--- config.mk ---
export PLATFORM = sky130hd
export DESIGN_NAME = booth_r4_mult_seq
export DESIGN_NICKNAME = d
export VERILOG_FILES = /design/src/rtl/booth_pkg.sv /design/src/rtl/booth_r4_digit_enc.sv /design/src/rtl/booth_r4_mult_seq.sv
export SDC_FILE = /design/constraint.sdc
export NUM_CORES = 1
export LEC_CHECK = 0
export CAP_MARGIN = 30
export CORE_MARGIN = 5
export CORE_UTILIZATION = 64
export CTS_BUF_LIST = sky130_fd_sc_hd__clkbuf_8
export CTS_CLUSTER_SIZE = 8
export DETAILED_ROUTE_END_ITERATION = 7
export GPL_TIMING_DRIVEN = 0
export HOLD_SLACK_MARGIN = 0.06
export PLACE_DENSITY = 0.95
export REMOVE_ABC_BUFFERS = 1
export SYNTH_ARGS = -nofsm -noshare
export SYNTH_HDL_FRONTEND = slang
export SYNTH_HIERARCHICAL = 1
export SYNTH_SLANG_ARGS = --single-unit
export TNS_END_PERCENT = 20
--- constraint.sdc ---
create_clock -name clk -period 6.6 [get_ports clk]
set_input_delay 1.65 -clock clk [delete_from_list [all_inputs] [get_ports clk]]
set_output_delay 1.65 -clock clk [all_outputs]
set_load 0.02 [all_outputs]
--- src/rtl/booth_pkg.sv ---
// Shared types and constants for the radix-4 Booth multiplier.
// Holds the FSM state encoding, the 3-bit Booth window codes and the
// operand extension width helper.
package booth_pkg;

    typedef enum logic [1:0] {
        IDLE = 2'd0,
        CALC = 2'd1,
        DONE = 2'd2
    } state_t;

    // Booth window {b[2i+1], b[2i], b[2i-1]} codes and the digit each selects.
    localparam logic [2:0] WIN_ZERO_LO = 3'b000;  //  0
    localparam logic [2:0] WIN_POS1_A  = 3'b001;  // +1
    localparam logic [2:0] WIN_POS1_B  = 3'b010;  // +1
    localparam logic [2:0] WIN_POS2    = 3'b011;  // +2
    localparam logic [2:0] WIN_NEG2    = 3'b100;  // -2
    localparam logic [2:0] WIN_NEG1_A  = 3'b101;  // -1
    localparam logic [2:0] WIN_NEG1_B  = 3'b110;  // -1
    localparam logic [2:0] WIN_ZERO_HI = 3'b111;  //  0

    // One guard bit above N keeps unsigned operands positive after
    // extension; rounding up to even gives a whole number of digits.
    function automatic int ext_width(input int n);
        return (n + 1) + ((n + 1) % 2);
    endfunction

endpackage

--- src/rtl/booth_r4_digit_enc.sv ---
// Radix-4 Booth digit encoder: 3-bit window -> {neg, one, two} select.
// Latency: combinational, zero cycles.
// Backpressure: none; pure function of the window.
// Ports: window (in, 3) | neg (out) digit negative | one (out) |digit|=1 | two (out) |digit|=2
module booth_r4_digit_enc
    import booth_pkg::*;
(
    input  logic [2:0] window,
    output logic       neg,
    output logic       one,
    output logic       two
);

    always_comb begin
        neg = 1'b0;
        one = 1'b0;
        two = 1'b0;
        case (window)
            WIN_POS1_A, WIN_POS1_B: one = 1'b1;
            WIN_POS2:               two = 1'b1;
            WIN_NEG2: begin
                neg = 1'b1;
                two = 1'b1;
            end
            WIN_NEG1_A, WIN_NEG1_B: begin
                neg = 1'b1;
                one = 1'b1;
            end
            default: ;  // WIN_ZERO_LO / WIN_ZERO_HI: digit 0
        endcase
    end

endmodule

--- src/rtl/booth_r4_mult_seq.sv ---
// Sequential radix-4 Booth multiplier, N-bit operands, per-transaction signed/unsigned.
// Latency: out_valid D = ext_width(N)/2 edges after accept (1..D with BOOTH_EARLY_TERM_EN).
// Backpressure: result held in DONE until out_ready; in_ready low outside IDLE (no overlap).
// Ports: clk, rst_n (async, active-low) | in_valid/in_ready, a, b, is_signed |
//        out_valid/out_ready, result (2N).
// Optional macro BOOTH_EARLY_TERM_EN: finish as soon as the remaining multiplier digits are all 0.
module booth_r4_mult_seq
    import booth_pkg::*;
#(
    parameter int N = 8
) (
    input  logic           clk,
    input  logic           rst_n,
    input  logic           in_valid,
    output logic           in_ready,
    input  logic [N-1:0]   a,
    input  logic [N-1:0]   b,
    input  logic           is_signed,
    output logic           out_valid,
    input  logic           out_ready,
    output logic [2*N-1:0] result
);

    localparam int W     = ext_width(N);
    localparam int D     = W / 2;
    localparam int CNT_W = $clog2(D);
    localparam logic [CNT_W-1:0] CNT_LAST = CNT_W'(D - 1);

    state_t           state, state_nxt;
    logic [2*W-1:0]   mcand;     // ext(a) pre-shifted by 2i for the current digit
    logic [W:0]       mplier;    // {ext(b),0} shifted right 2 per digit; window in [2:0]
    logic [2*W-1:0]   acc;
    logic [2*W-1:0]   addend;
    logic [2*W-1:0]   acc_nxt;
    logic [CNT_W-1:0] cnt;
    logic [2*N-1:0]   result_q;
    logic [2*W-1:0]   a_ext;
    logic [W-1:0]     b_ext;
    logic             dig_neg, dig_one, dig_two;
    logic             last_digit;

    // The mode only matters at capture: it is folded into the extension,
    // so no separate mode register is kept.
    assign a_ext = {{(2*W-N){is_signed & a[N-1]}}, a};
    assign b_ext = {{(W-N){is_signed & b[N-1]}}, b};

    booth_r4_digit_enc u_enc (
        .window (mplier[2:0]),
        .neg    (dig_neg),
        .one    (dig_one),
        .two    (dig_two)
    );

    always_comb begin
        addend = '0;
        if (dig_two) begin
            addend = mcand << 1;
        end else if (dig_one) begin
            addend = mcand;
        end
        acc_nxt = dig_neg ? (acc - addend) : (acc + addend);
    end

`ifdef BOOTH_EARLY_TERM_EN
    // Bits above the just-used window all equal: every later window is
    // 000 or 111, i.e. digit 0. Shifted-in sign copies do not disturb this.
    logic rest_same;
    assign rest_same  = (&mplier[W:2]) | ~(|mplier[W:2]);
    assign last_digit = (cnt == CNT_LAST) || rest_same;
`else
    assign last_digit = (cnt == CNT_LAST);
`endif

    // State register
    always_ff @(posedge clk or negedge rst_n) begin
        if (!rst_n) begin
            state <= IDLE;
        end else begin
            state <= state_nxt;
        end
    end

    // Next-state logic
    always_comb begin
        state_nxt = state;
        case (state)
            IDLE:    if (in_valid)   state_nxt = CALC;
            CALC:    if (last_digit) state_nxt = DONE;
            DONE:    if (out_ready)  state_nxt = IDLE;
            default:                 state_nxt = IDLE;
        endcase
    end

    // Outputs
    always_comb begin
        in_ready  = (state == IDLE);
        out_valid = (state == DONE);
    end

    // Datapath
    always_ff @(posedge clk or negedge rst_n) begin
        if (!rst_n) begin
            mcand    <= '0;
            mplier   <= '0;
            acc      <= '0;
            cnt      <= '0;
            result_q <= '0;
        end else begin
            if (state == IDLE && in_valid) begin
                mcand  <= a_ext;
                mplier <= {b_ext, 1'b0};
                acc    <= '0;
                cnt    <= '0;
            end else if (state == CALC) begin
                acc    <= acc_nxt;
                mcand  <= mcand << 2;
                mplier <= {{2{mplier[W]}}, mplier[W:2]};
                cnt    <= cnt + CNT_W'(1);
                if (last_digit) begin
                    result_q <= acc_nxt[2*N-1:0];
                end
            end
        end
    end

    assign result = result_q;

endmodule

==> impl_metrics.ini <==
[cells_and_area]
layout_commonest_cell = nand2_1
drive_gt1_share_pct = 6.85
n_antenna_cell = 0
num-nets-final = 522
num-fill-cells = 436
final_cell_mix = nand2_1, dfrtp_1, o21ai_0
area_growth_pct = 15.3
fin_cells = 557

[synth]
yosys_register_bits = 64
synth_top_family_by_area = compound AO/OA/AOI/OAI gates
synth_ff_type = dfrtp_1
avgSynthCellArea_um2 = 8.70
yosys.area.top_type = dfrtp_1
synth_edf_count = 0
syn-cell-area_um2 = 3930
yosysWarnings = 6
synth_area_leaders = dfrtp_1, nand2_1, ha_1
synth_mux_area_share_pct = 1.50
synth_compound_area_share_pct = 22.5
synth-simple-area-share_pct = 16.9
yosysTopAreaCellShare_pct = 40.7
yosysUniqueCellTypes = 51
syn-instance-count = 452
synthXorXnorAreaFrac_pct = 6.46
synthArstFlopShare_pct = 100
synthAdderAreaFrac_pct = 7.51
ys_seq_area_share_pct = 40.7

[placement]
place.gp.congestion = 0.931
dp.cells = 542
place_hpwl_um = 6140
place.port_buffers = 38

[grt]
grt_remaining_overflow = 0
grt_pass1_vias = 3483
antenna_found_initial = 0
grt_max_degree = 46
grt_pass1_wl_um = 15600
grtUsageTotal_pct = 25.4

[die]
rows = 28
coreArea_um2 = 5960
io_pins = 39
fp.dieArea_um2 = 7810
start_util_pct = 66.0
die_w_um = 88.4
die_y_um = 88.4

[critical_path]
crit_top_cell = ha_1
setup.worst_path.class = reg2reg
cp_slowest_cell = nor2b_1
crit_fanout = 30
ff2ff_path_depth = 15
timing.rr.start = mplier[0]$_DFFE_PN0P_
critical_path.startpoint_type = flip-flop
crit_path_cell_trace = inv_1 > ha_1 > mux2_4 > nor2b_1 > a22oi_1 > ha_1 > o21ai_0 > ha_1 > nor2b_1 > o31ai_2 > a31oi_1 > a2111oi_2 > nor2_1 > xnor2_1 > o21ai_0
critPathMaxStageDelay_ps = 860
r2r-end = result[11]$_DFFE_PN0P_
cp.required_ps = 6790
cp-end-kind = flip-flop
arrival_ps = 5020
rrSetupSlack_ps = 1770

[hold_path]
hold_path_startpoint = result[2]$_DFFE_PN0P_
hold_end = result[2]$_DFFE_PN0P_
hold_class = reg2reg
min_path_cells = 2

[sta]
setup_violations = 0
worst_pin_slew_ps = 1060
fmaxAchievable_mhz = 207
finalMaxSlewViolations = 0
timing.final.crit_share_pct = 73.2
skew_ps = 10.4
period_minus_slack_ps = 4830
hold_violations = 0
relSlewSlack_pct = 29.0
fin_setup_tns_ps = 0
grt_setup_unrepaired = false

[cts]
clock_path_buffers = 2
cts-buffers-inserted = 9
clockRootBuffer = clkbuf_8
clkLatencyLatePin_ps = 350
cts_setup_buffers = 0
htree_levels = 3
clk_pin_slew_ps = 70
hold_buffers = 0
cts.sinks = 64
cts_resized = 0
cts_tree = done

[detailed_routing]
drt_iter0_markers = 237
via_count = 3508
firstDrtPassIters = 5
avgRoutedWirePerCell_um = 15.9
drt_wl_total_um = 8860
via_per_inst = 6.30
drc = 0
ant_nets = 0

[job]
maxCapViolations = 0

[outcome]
status = complete, no violations
## cell families after synthesis
kind of cell,after synthesis
xor gates and xnor gates,29
adders and majority gates,23
muxes,5
buffers and inverters,42
and+or+nand+nor,153
AOI/OAI and AO/OA,136
DFF,64
## synthesized netlist by cell type, types with 2 or more instances
| library cell | count |
|---|---|
| a21oi_1 | 15 |
| nand2b_1 | 7 |
| nor2b_1 | 4 |
| and2_1 | 4 |
| o21ai_1 | 5 |
| o31ai_2 | 2 |
| clkbuf_1 | 18 |
| nand2_1 | 88 |
| buf_2 | 4 |
| xor2_1 | 15 |
| xnor2_1 | 14 |
| buf_1 | 3 |
| o31ai_1 | 2 |
| ha_1 | 22 |
| inv_1 | 15 |
| nor2_1 | 21 |
| mux2_2 | 3 |
| o21ai_2 | 2 |
| nand3_1 | 16 |
| a31oi_1 | 19 |
| a22oi_1 | 24 |
| a21o_1 | 4 |
| o21ai_0 | 48 |
| dfrtp_1 | 64 |
| and3_1 | 2 |
| a2111oi_2 | 2 |
| nor3_1 | 5 |
## flip-flops by register name, indices dropped and copies added (netlist names)
| name | flops |
|---|---|
| acc | 16 |
| mcand | 16 |
| result | 16 |
| mplier | 11 |
| cnt | 3 |
| state | 2 |
## worst max-delay path, delay by kind of cell (launching register included)
family / cells / cell delay, ps
AND/OR/NAND/NOR: 3 / 1120
multiplexers: 1 / 400
flip-flops: 1 / 400
XOR/XNOR: 1 / 170
adder cells (fa/ha/maj): 3 / 880
buffers and inverters: 1 / 80
AO/OA/AOI/OAI: 6 / 1610
## stage by stage
stage | hold slack [ps] | setup WS [ps] | utilization (%) | cell area [um^2]
2_1_floorplan | 447 | 2540 | - | 3810
3_3_place_gp | 460 | 1850 | 72.0 | 4290
3_5_place_dp | 470 | 1910 | 73.0 | 4350
4_1_cts | 486 | 1870 | 76.1 | 4530
5_1_grt | 515 | 1400 | 76.1 | 4530
6_report | 484 | 1770 | 76.1 | 4530
## cell type report
type                            instances  area, um^2  area share (%)
Clock buffer                           10         138            3.04
Clock inverter                          5        50.0            1.10
Inverter                               15        56.3            1.24
Multi-Input combinational cell        346        2160            47.7
Sequential cell                        64        1600            35.3
Tap cell                               75        93.8            2.07
Timing Repair Buffer                   42         433            9.55
## per-layer routing
layer  part of all wire [%]  up-vias  wire length [um]  global-route usage [%]
met5                      0        -                 0                       0
met4                    3.0        0               262                    14.0
met2                     49      136              4310                    41.9
li1                       -     1646                 -                       -
met3                    6.1       28               539                    3.54
met1                     42     1698              3750                    32.1
## how the worst max path moves through the flow
stage                     slack [ps]                     end  cells after the start             startpoint
after floorplan                 2540     acc[11]$_DFFE_PN0P_                     15  mplier[0]$_DFFE_PN0P_
after global placement          1850   mplier[5]$_DFFE_PN0P_                      1                  rst_n
after detailed placement        1910  result[11]$_DFFE_PN0P_                     15  mplier[0]$_DFFE_PN0P_
after CTS                       1870  result[11]$_DFFE_PN0P_                     15  mplier[0]$_DFFE_PN0P_
after global routing            1400  result[15]$_DFFE_PN0P_                     18  mplier[1]$_DFFE_PN0P_
final                           1770  result[11]$_DFFE_PN0P_                     15  mplier[0]$_DFFE_PN0P_
Power is not shown: default switching activity piles up to over one toggle a cycle in this logic, so the estimate is an artifact.
